===== config.mk =====
export PLATFORM = sky130hd
export DESIGN_NAME = seven_seg_scanner
export DESIGN_NICKNAME = d
export VERILOG_FILES = /design/src/rtl/seven_seg_scanner.sv
export SDC_FILE = /design/constraint.sdc
export NUM_CORES = 1
export LEC_CHECK = 0
export ABC_AREA = 1
export BUFFER_PORTS_ARGS = -buffer_cell sky130_fd_sc_hd__buf_2
export CAP_MARGIN = 0
export CORE_MARGIN = 1.5
export CORE_UTILIZATION = 39
export DETAILED_ROUTE_END_ITERATION = 16
export GPL_TIMING_DRIVEN = 0
export PLACE_DENSITY = 0.66
export SYNTH_ARGS = -nofsm -noshare
export SYNTH_HDL_FRONTEND = slang
export SYNTH_SLANG_ARGS = --single-unit

===== constraint.sdc =====
create_clock -name clk -period 4.8 [get_ports clk]
set_input_delay 0.72 -clock clk [delete_from_list [all_inputs] [get_ports clk]]
set_output_delay 0.72 -clock clk [all_outputs]
set_load 0.03 [all_outputs]

===== src/rtl/seven_seg_scanner.sv =====
// seven_seg_scanner
//   Time-multiplexed scanner for a common-anode seven-segment display.
//   Each refresh tick from the upstream timer moves the scan to the next digit.
//   The display value, enables and decimal points are captured once per frame
//   (when the scan wraps back to digit 0), so a frame never mixes old and new data.
//
// Parameters
//   NUM_DIGITS   number of scanned digits, 2..8
//
// Ports
//   clk          system clock, rising edge
//   reset_n      synchronous, active-low reset
//   tick         one-cycle refresh strobe; advances the scan by one digit
//   value        hex nibbles, digit i = value[4i+3:4i], digit 0 rightmost
//   digit_en     per-digit enable (1 = may light)
//   dp_in        per-digit decimal point request (1 = lit)
//   AN           anode drives, active-low, at most one bit low
//   sseg         segments {g,f,e,d,c,b,a}, active-low
//   DP           decimal point, active-low
//   frame_start  registered one-cycle pulse when the scan wraps to digit 0
//
// Configuration
//   LEADING_ZERO_BLANK_EN  when defined, leading zero digits above digit 0 are
//                          blanked unless a decimal point is set at or above them.

module seven_seg_scanner #(
  parameter int NUM_DIGITS = 8
) (
  input  logic                    clk,
  input  logic                    reset_n,
  input  logic                    tick,
  input  logic [4*NUM_DIGITS-1:0] value,
  input  logic [NUM_DIGITS-1:0]   digit_en,
  input  logic [NUM_DIGITS-1:0]   dp_in,
  output logic [NUM_DIGITS-1:0]   AN,
  output logic [6:0]              sseg,
  output logic                    DP,
  output logic                    frame_start
);

  localparam int IDX_W = $clog2(NUM_DIGITS);
  localparam logic [IDX_W-1:0] LAST_IDX = IDX_W'(NUM_DIGITS - 1);
  localparam logic [NUM_DIGITS-1:0] ONE_HOT0 = NUM_DIGITS'(1);

  logic [IDX_W-1:0]        idx;
  logic [4*NUM_DIGITS-1:0] snap;
  logic [NUM_DIGITS-1:0]   snap_en;
  logic [NUM_DIGITS-1:0]   snap_dp;

  logic                    wrap;
  logic [3:0]              nibs [NUM_DIGITS];
  logic [NUM_DIGITS-1:0]   blank;
  logic [NUM_DIGITS-1:0]   an_next;
  logic [6:0]              sseg_next;
  logic                    dp_next;

  // Active-low hex font, bit order {g,f,e,d,c,b,a}.
  function automatic logic [6:0] hex7(input logic [3:0] n);
    logic [6:0] s;
    case (n)
      4'h0: s = 7'h40;
      4'h1: s = 7'h79;
      4'h2: s = 7'h24;
      4'h3: s = 7'h30;
      4'h4: s = 7'h19;
      4'h5: s = 7'h12;
      4'h6: s = 7'h02;
      4'h7: s = 7'h78;
      4'h8: s = 7'h00;
      4'h9: s = 7'h10;
      4'hA: s = 7'h08;
      4'hB: s = 7'h03;
      4'hC: s = 7'h46;
      4'hD: s = 7'h21;
      4'hE: s = 7'h06;
      default: s = 7'h0E;
    endcase
    return s;
  endfunction

  // The last digit's tick both wraps the scan and opens a new frame.
  assign wrap = tick && (idx == LAST_IDX);

  always_comb begin
    for (int i = 0; i < NUM_DIGITS; i++) begin
      nibs[i] = snap[4*i +: 4];
    end
  end

`ifdef LEADING_ZERO_BLANK_EN
  // Walk down from the most significant digit; a digit stays blank only while
  // every digit from the top down to it is a zero without a decimal point.
  // Digit 0 is never blanked so a zero value still reads "0".
  always_comb begin
    logic run;
    blank = '0;
    run   = 1'b1;
    for (int i = NUM_DIGITS - 1; i >= 1; i--) begin
      run      = run && (snap[4*i +: 4] == 4'h0) && !snap_dp[i];
      blank[i] = run;
    end
  end
`else
  assign blank = '0;
`endif

  // Decode the currently selected digit from the frame snapshot.
  always_comb begin
    an_next   = '1;
    sseg_next = hex7(nibs[idx]);
    dp_next   = ~snap_dp[idx];
    if (snap_en[idx] && !blank[idx]) begin
      an_next = ~(ONE_HOT0 << idx);
    end
    if (blank[idx]) begin
      sseg_next = 7'h7F;
    end
  end

  // Scan index, frame snapshot and registered display outputs.
  always_ff @(posedge clk) begin
    if (!reset_n) begin
      idx         <= '0;
      snap        <= '0;
      snap_en     <= '0;
      snap_dp     <= '0;
      AN          <= '1;
      sseg        <= 7'h7F;
      DP          <= 1'b1;
      frame_start <= 1'b0;
    end else begin
      frame_start <= wrap;
      if (tick) begin
        idx <= wrap ? '0 : idx + IDX_W'(1);
      end
      if (wrap) begin
        snap    <= value;
        snap_en <= digit_en;
        snap_dp <= dp_in;
      end
      AN   <= an_next;
      sseg <= sseg_next;
      DP   <= dp_next;
    end
  end

endmodule


==> impl_metrics.env, run 1 <==
export IMPL_period_share_pct=42.74
export IMPL_maxCapViolations=0
export IMPL_via_count=2884
export IMPL_ctsResizeCount=0
export IMPL_hold_violations=0
export IMPL_ys_types=22
export IMPL_run_status="completed"
export IMPL_antenna_left=0
export IMPL_cp_max_fo=11
export IMPL_yosysSeqAreaShare_pct=45.15
export IMPL_use_met3_pct=3.266
export IMPL_relSlewSlack_pct=65.94
export IMPL_critPathKind="reg2reg"
export IMPL_grtUsageMet2_pct=30.60
export IMPL_synth_fp_nets=471
export IMPL_critPathLaunchType="flop"
export IMPL_drv_slew=0
export IMPL_cp_data_required_time_ns=5.02
export IMPL_fin_skew_ns=0.006452
export IMPL_gp_congestion=0.8081
export IMPL_grt_pass1_wl_um=12630
export IMPL_core_mm2=0.007370
export IMPL_fmax_mhz=487.4
export IMPL_clk_pin_slew_worst_paths_ns=0.07
export IMPL_gr_usage_met1_pct=24.86
export IMPL_critPathArrivalTime_ns=2.27
export IMPL_design_die_area_mm2=0.008268
export IMPL_vdd_drop_max_mv=0.1869
export IMPL_grt_use_total_pct=19.04
export IMPL_setup_viol_count_final=0
export IMPL_hold_class="reg2reg"
export IMPL_antennaDiodeCount=0
export IMPL_place_area_mm2=0.003470
export IMPL_grt_max_degree=13
export IMPL_h_tree_depth=3
export IMPL_power_density_mw_per_mm2=367.2
export IMPL_numCtsBuffers=9
export IMPL_antenna_found_initial=0
export IMPL_synth_warnings=0
export IMPL_endpoint_kind="flop"
export IMPL_grt_busiest_layer="met2"
export IMPL_start_util_pct=40.92
export IMPL_cts_tree="yes"
export IMPL_routedWlPerCell_um=12.39
export IMPL_io_buffer_count=66
export IMPL_synth_area_mm2=0.003015
export IMPL_worst_pin_slew_ns=0.5109
export IMPL_worstSkewPairLatency_ns=0.35
export IMPL_areaGrowthSynthToFinish_pct=23.78
export IMPL_vias_per_cell=4.896
export IMPL_wl_um=7297
export IMPL_fin_util_pct=50.65
export IMPL_post_cts_buffers=0
export IMPL_clk_path_buf_depth=2
export IMPL_grt_pass1_vias=2748
export IMPL_drc=0
export IMPL_cts_root_buf="clkbuf_8"
export IMPL_hold_buffers=0
export IMPL_die_width_um=90.93
export IMPL_synth_seq_cells=68
export IMPL_fillers=763
export IMPL_synth_area_per_cell_um2=7.391
export IMPL_drt_pass1_iterations=4
export IMPL_fp_dieH_um=90.93
export IMPL_final_area_mm2=0.003732
export IMPL_num_rows=31
export IMPL_syn_inst=408
export IMPL_fin_setup_tns_ns=0
export IMPL_grt_setup_unrepaired="false"
export IMPL_timing_hold_ws_ns=0.4540
export IMPL_cts_sinks=68
export IMPL_drt_iter0_drc=148
export IMPL_min_period_ns=2.052
export IMPL_place_hpwl_um=5426
export IMPL_post_route_cells_drive_above_1_share_pct=20.41
export IMPL_grt_overflow=0
export IMPL_p_leak_nw=1.627
export IMPL_fin_nets=548
export IMPL_io_pins=68
path summary, 6_finish.rpt:
kind / start / end / slack, ns / cells after the start
setup / recovery: idx[0] / sseg[0] / 2.75 / 12
setup reg to reg: idx[0] / sseg[0] / 2.75 / 12
hold reg to reg: snap[23] / snap[23] / 0.45 / 2
hold / removal: snap[23] / snap[23] / 0.45 / 2
kinds of logic (layout without fill, tap and decap cells):
kind of cell    after synthesis  count (layout)  share of synthesized area [%]
buf+inv                      72             154                          9.792
simple gates                152             152                          22.16
compound gates              104             104                          17.93
fa+ha+maj                    12              12                          4.979
flops                        68              68                          45.15
worst max-delay path, cell delays in order, from the launching register on:
cell and delay (ns):
dfxtp_1 0.38, inv_2 0.11, buf_2 0.24, nand2_1 0.09, nand3_1 0.08, nand3_1 0.09, nand2_1 0.21, inv_1 0.12
ha_1 0.24, inv_1 0.12, nand3_1 0.09, nand3_1 0.09, nand3_1 0.07
cell type report:
type                            instances  area [um^2]  share of cell area (%)
Clock buffer                            9        123.9                   3.319
Sequential cell                        68         1361                   36.47
Timing Repair Buffer                   66        330.3                   8.850
Tap cell                               99        123.9                   3.319
Buffer                                 24        115.1                   3.084
Inverter                               48        180.2                   4.827
Multi-Input combinational cell        268         1359                   36.41
Clock inverter                          7        138.9                   3.721
stage by stage:
| step | power [mW] | std cells | worst slack (ns) |
|---|---|---|---|
| after floorplan | 0.7094 | 408 | 3.152 |
| final | 1.371 | 589 | 2.748 |
| after CTS | 1.379 | 589 | 2.770 |
| after detailed placement | 0.7660 | 573 | 2.790 |
| after global routing | 1.437 | 589 | 2.529 |
| after global placement | 0.7634 | 573 | 2.808 |
Yosys cell counts:
library cell | n | area share (%)
a211oi_1 | 1 | 0.25
a21oi_1 | 42 | 7.0
buf_1 | 1 | 0.12
buf_2 | 5 | 0.83
buf_4 | 3 | 0.75
buf_6 | 1 | 0.37
clkbuf_1 | 14 | 1.7
dfxtp_1 | 68 | 45
ha_1 | 12 | 5.0
inv_1 | 45 | 5.6
inv_2 | 3 | 0.37
nand2_1 | 63 | 7.8
nand2_4 | 1 | 0.37
nand3_1 | 41 | 6.8
nand3_2 | 2 | 0.66
nand3_4 | 1 | 0.58
nand4_1 | 5 | 1.0
nor2_1 | 39 | 4.9
o211ai_1 | 4 | 1.0
o21ai_0 | 53 | 8.8
o21ai_1 | 2 | 0.33
o21ai_2 | 2 | 0.58
power by group:
group          switching [mW]  internal, mW
Clock                   0.220         0.396
Sequential            0.00410         0.576
Combinational           0.113        0.0614
cell usage in the layout, fill, tap and decap left out, drive strengths merged:
cell    count
inv        48
nor2       39
nand4       5
clkinv      3
a21oi      42
o21ai      57
bufinv      4
nand3      44
a211oi      1
dfxtp      68
clkbuf     23
o211ai      4
nand2      64
buf        76
ha         12
state kept, by name, summed over array words and instances (netlist names):
name / flops
frame_start: 1
AN: 8
DP: 1
snap: 32
sseg: 7
snap_dp: 8
idx: 3
snap_en: 8
metal layers:
metal | wire, um | up-vias
li1 | - | 1484
met1 | 3537 | 1311
met2 | 3289 | 79
met3 | 346 | 10
met4 | 123 | 0
met5 | 0 | -
No activity file was read; power rests on OpenSTA's default activity.
==> run 2, diff against run 1 <==
--- a/config.mk
+++ b/config.mk
@@ -12,7 +12,7 @@
 export CORE_UTILIZATION = 39
 export DETAILED_ROUTE_END_ITERATION = 16
 export GPL_TIMING_DRIVEN = 0
-export PLACE_DENSITY = 0.66
+export PLACE_DENSITY = 0.68
 export SYNTH_ARGS = -nofsm -noshare
 export SYNTH_HDL_FRONTEND = slang
 export SYNTH_SLANG_ARGS = --single-unit
==> constraint.sdc (replaced) <==
create_clock -name clk -period 1.8 [get_ports clk]
set_input_delay 0.27 -clock clk [delete_from_list [all_inputs] [get_ports clk]]
set_output_delay 0.27 -clock clk [all_outputs]
set_load 0.03 [all_outputs]
==> run 2 against run 1 <==
Register-to-register slack got worse by 2.7 ns. Routed wire length rose by 8.0%. Cell count increased by 1.4%. Count of clock-buffer cells in the layout up 3. Hold slack worse by 0.28 ns. Sequential power rose to 2.7 times the previous value. Clock skew is 0.0014 ns lower. Die area did not move. Global-route usage grew 0.14 points. Sequential share of layout area down 1.6 points.
==> impl_metrics.env, run 2 (synthesized netlist as in run 1, its figures left out) <==
export IMPL_place_inst=573
export IMPL_r2r_cells=12
export IMPL_cts_sinks=68
export IMPL_fin_ws_ns=0.09434
export IMPL_areaGrowthSynthToFinish_pct=30.46
export IMPL_fin_skew_ns=0.005020
export IMPL_grt_overflow=0
export IMPL_hold_buffers=0
export IMPL_power_density_mw_per_mm2=851.3
export IMPL_clk_path_buf_depth=2
export IMPL_comb_power_share_pct=16.5
export IMPL_wl_um=7883
export IMPL_min_to="snap_en[0]"
export IMPL_fin_nets=558
export IMPL_antennaDiodeCount=0
export IMPL_hold_class="in2reg"
export IMPL_post_route_cells_drive_above_1_share_pct=27.71
export IMPL_die_width_um=90.93
export IMPL_h_tree_depth=3
export IMPL_worstSkewPairLatency_ns=0.34
export IMPL_largest_reg_flops=32
export IMPL_place_hpwl_um=5439
export IMPL_power_share_switching_pct=26.66
export IMPL_drt_iter0_drc=96
export IMPL_numCtsBuffers=9
export IMPL_internal_power_mw=2.456
export IMPL_grt_max_degree=15
export IMPL_layout_cells_non_filler=597
export IMPL_run_status="completed"
export IMPL_maxCapViolations=0
export IMPL_clk_pin_slew_worst_paths_ns=0.07
export IMPL_p_switching_mw=0.8929
export IMPL_critPathArrivalTime_ns=1.94
export IMPL_fp_dieH_um=90.93
export IMPL_clkPwrFrac_pct=37.2
export IMPL_rr_startpoint="idx[0]"
export IMPL_via_count=2951
export IMPL_grt_pass1_vias=2775
export IMPL_period_share_pct=94.76
export IMPL_p_leak_nw=1.702
export IMPL_cp_data_required_time_ns=2.03
export IMPL_num_rows=31
export IMPL_drt_pass1_iterations=4
export IMPL_antenna_left=0
export IMPL_hold_violations=0
export IMPL_p_total_mw=3.349
export IMPL_r2r_end="sseg[6]"
export IMPL_endpoint_kind="flop"
export IMPL_timing_hold_ws_ns=0.1777
export IMPL_antenna_found_initial=0
export IMPL_core_mm2=0.007370
export IMPL_grt_pass1_wl_um=12560
export IMPL_worst_pin_slew_ns=0.5177
export IMPL_power_frac_seq_pct=46.3
export IMPL_post_place_ws_ns=-0.2400
export IMPL_whs_path_depth=3
export IMPL_design_die_area_mm2=0.008268
export IMPL_top_register="snap"
export IMPL_cp_max_fo=8
export IMPL_fillers=724
export IMPL_fmax_mhz=586.3
export IMPL_min_period_ns=1.706
export IMPL_drc=0
export IMPL_relSlewSlack_pct=65.49
export IMPL_min_from="digit_en[0]"
export IMPL_cts_root_buf="clkbuf_8"
export IMPL_vdd_drop_max_mv=0.3020
export IMPL_grt_use_total_pct=19.18
export IMPL_setup_viol_count_final=0
export IMPL_r2r_setup_slack_ns=0.09
export IMPL_start_util_pct=40.92
export IMPL_critPathLaunchType="flop"
export IMPL_gp_congestion=0.8025
export IMPL_critPathKind="reg2reg"
export IMPL_routedWlPerCell_um=13.20
export IMPL_layout_commonest_cell="buf_2"
export IMPL_vias_per_cell=4.943
export IMPL_io_pins=68
export IMPL_drv_slew=0
export IMPL_layout_common_cells="66 x buf_2, 65 x dfxtp_1, 60 x nand2_1"
export IMPL_io_buffer_count=66
export IMPL_cts_tree="yes"
## run 2: critical path: stages, from the launching register on
cell and delay (ns):
dfxtp_4 0.42, inv_4 0.07, buf_6 0.13, nand2_1 0.08
nand3_2 0.07, nand3_2 0.10, o21ai_4 0.08, buf_4 0.15
ha_1 0.19, nand3_2 0.08, nor2_1 0.05, nor2_1 0.11
nand2_1 0.06
## run 2: final cells by class
type | count | area (um^2) | area share (%)
clock buffer | 12 | 155.1 | 3.944
tap | 99 | 123.9 | 3.149
sequential | 68 | 1370 | 34.83
clock inverter | 2 | 35.03 | 0.8906
buffer | 23 | 173.9 | 4.421
inverter | 48 | 182.7 | 4.644
multi-input combinational | 268 | 1445 | 36.74
timing repair buffer | 77 | 447.9 | 11.39
## run 2: worst max-delay path by stage
stage            from  endpoint
6_report       idx[0]   sseg[6]
2_1_floorplan  idx[0]   sseg[0]
3_3_place_gp   idx[0]  snap[15]
3_5_place_dp   idx[0]  snap[15]
4_1_cts        idx[0]   sseg[0]
5_1_grt        idx[0]   sseg[6]
## run 2: metal layers
layer  wire, um  track usage [%]  part of all wire [%]  up-vias
li1           -                -                     -     1504
met3        394            3.853                   5.0       13
met5          0                0                     0        -
met2       3714            31.47                    47       73
met1       3602            23.66                    46     1361
met4        171            9.896                   2.2        0
## run 2: repair_timing
item,in CTS,in global routing
setup buffers,1,8
resized for setup,21,39
endpoints found under the setup margin,56,46
cloned,0,2
pin swaps,1,5
## run 2: power by group through the flow
stage | registers, mW | logic [mW] | clock network [mW]
after floorplan | 1.64 | 0.256 | 0
after global placement | 1.58 | 0.453 | 0
after detailed placement | 1.58 | 0.459 | 0
after CTS | 1.55 | 0.476 | 1.26
after global routing | 1.55 | 0.610 | 1.34
final | 1.55 | 0.553 | 1.24
## run 2: per-stage QoR
step,area [um^2],util (%),setup TNS [ns]
floorplan,3015,-,0
global placement,3470,47.08,-3.785
detailed placement,3470,47.08,-6.830
CTS,3709,50.32,-0.01990
global route,3934,53.38,-0.1136
finish,3934,53.38,0
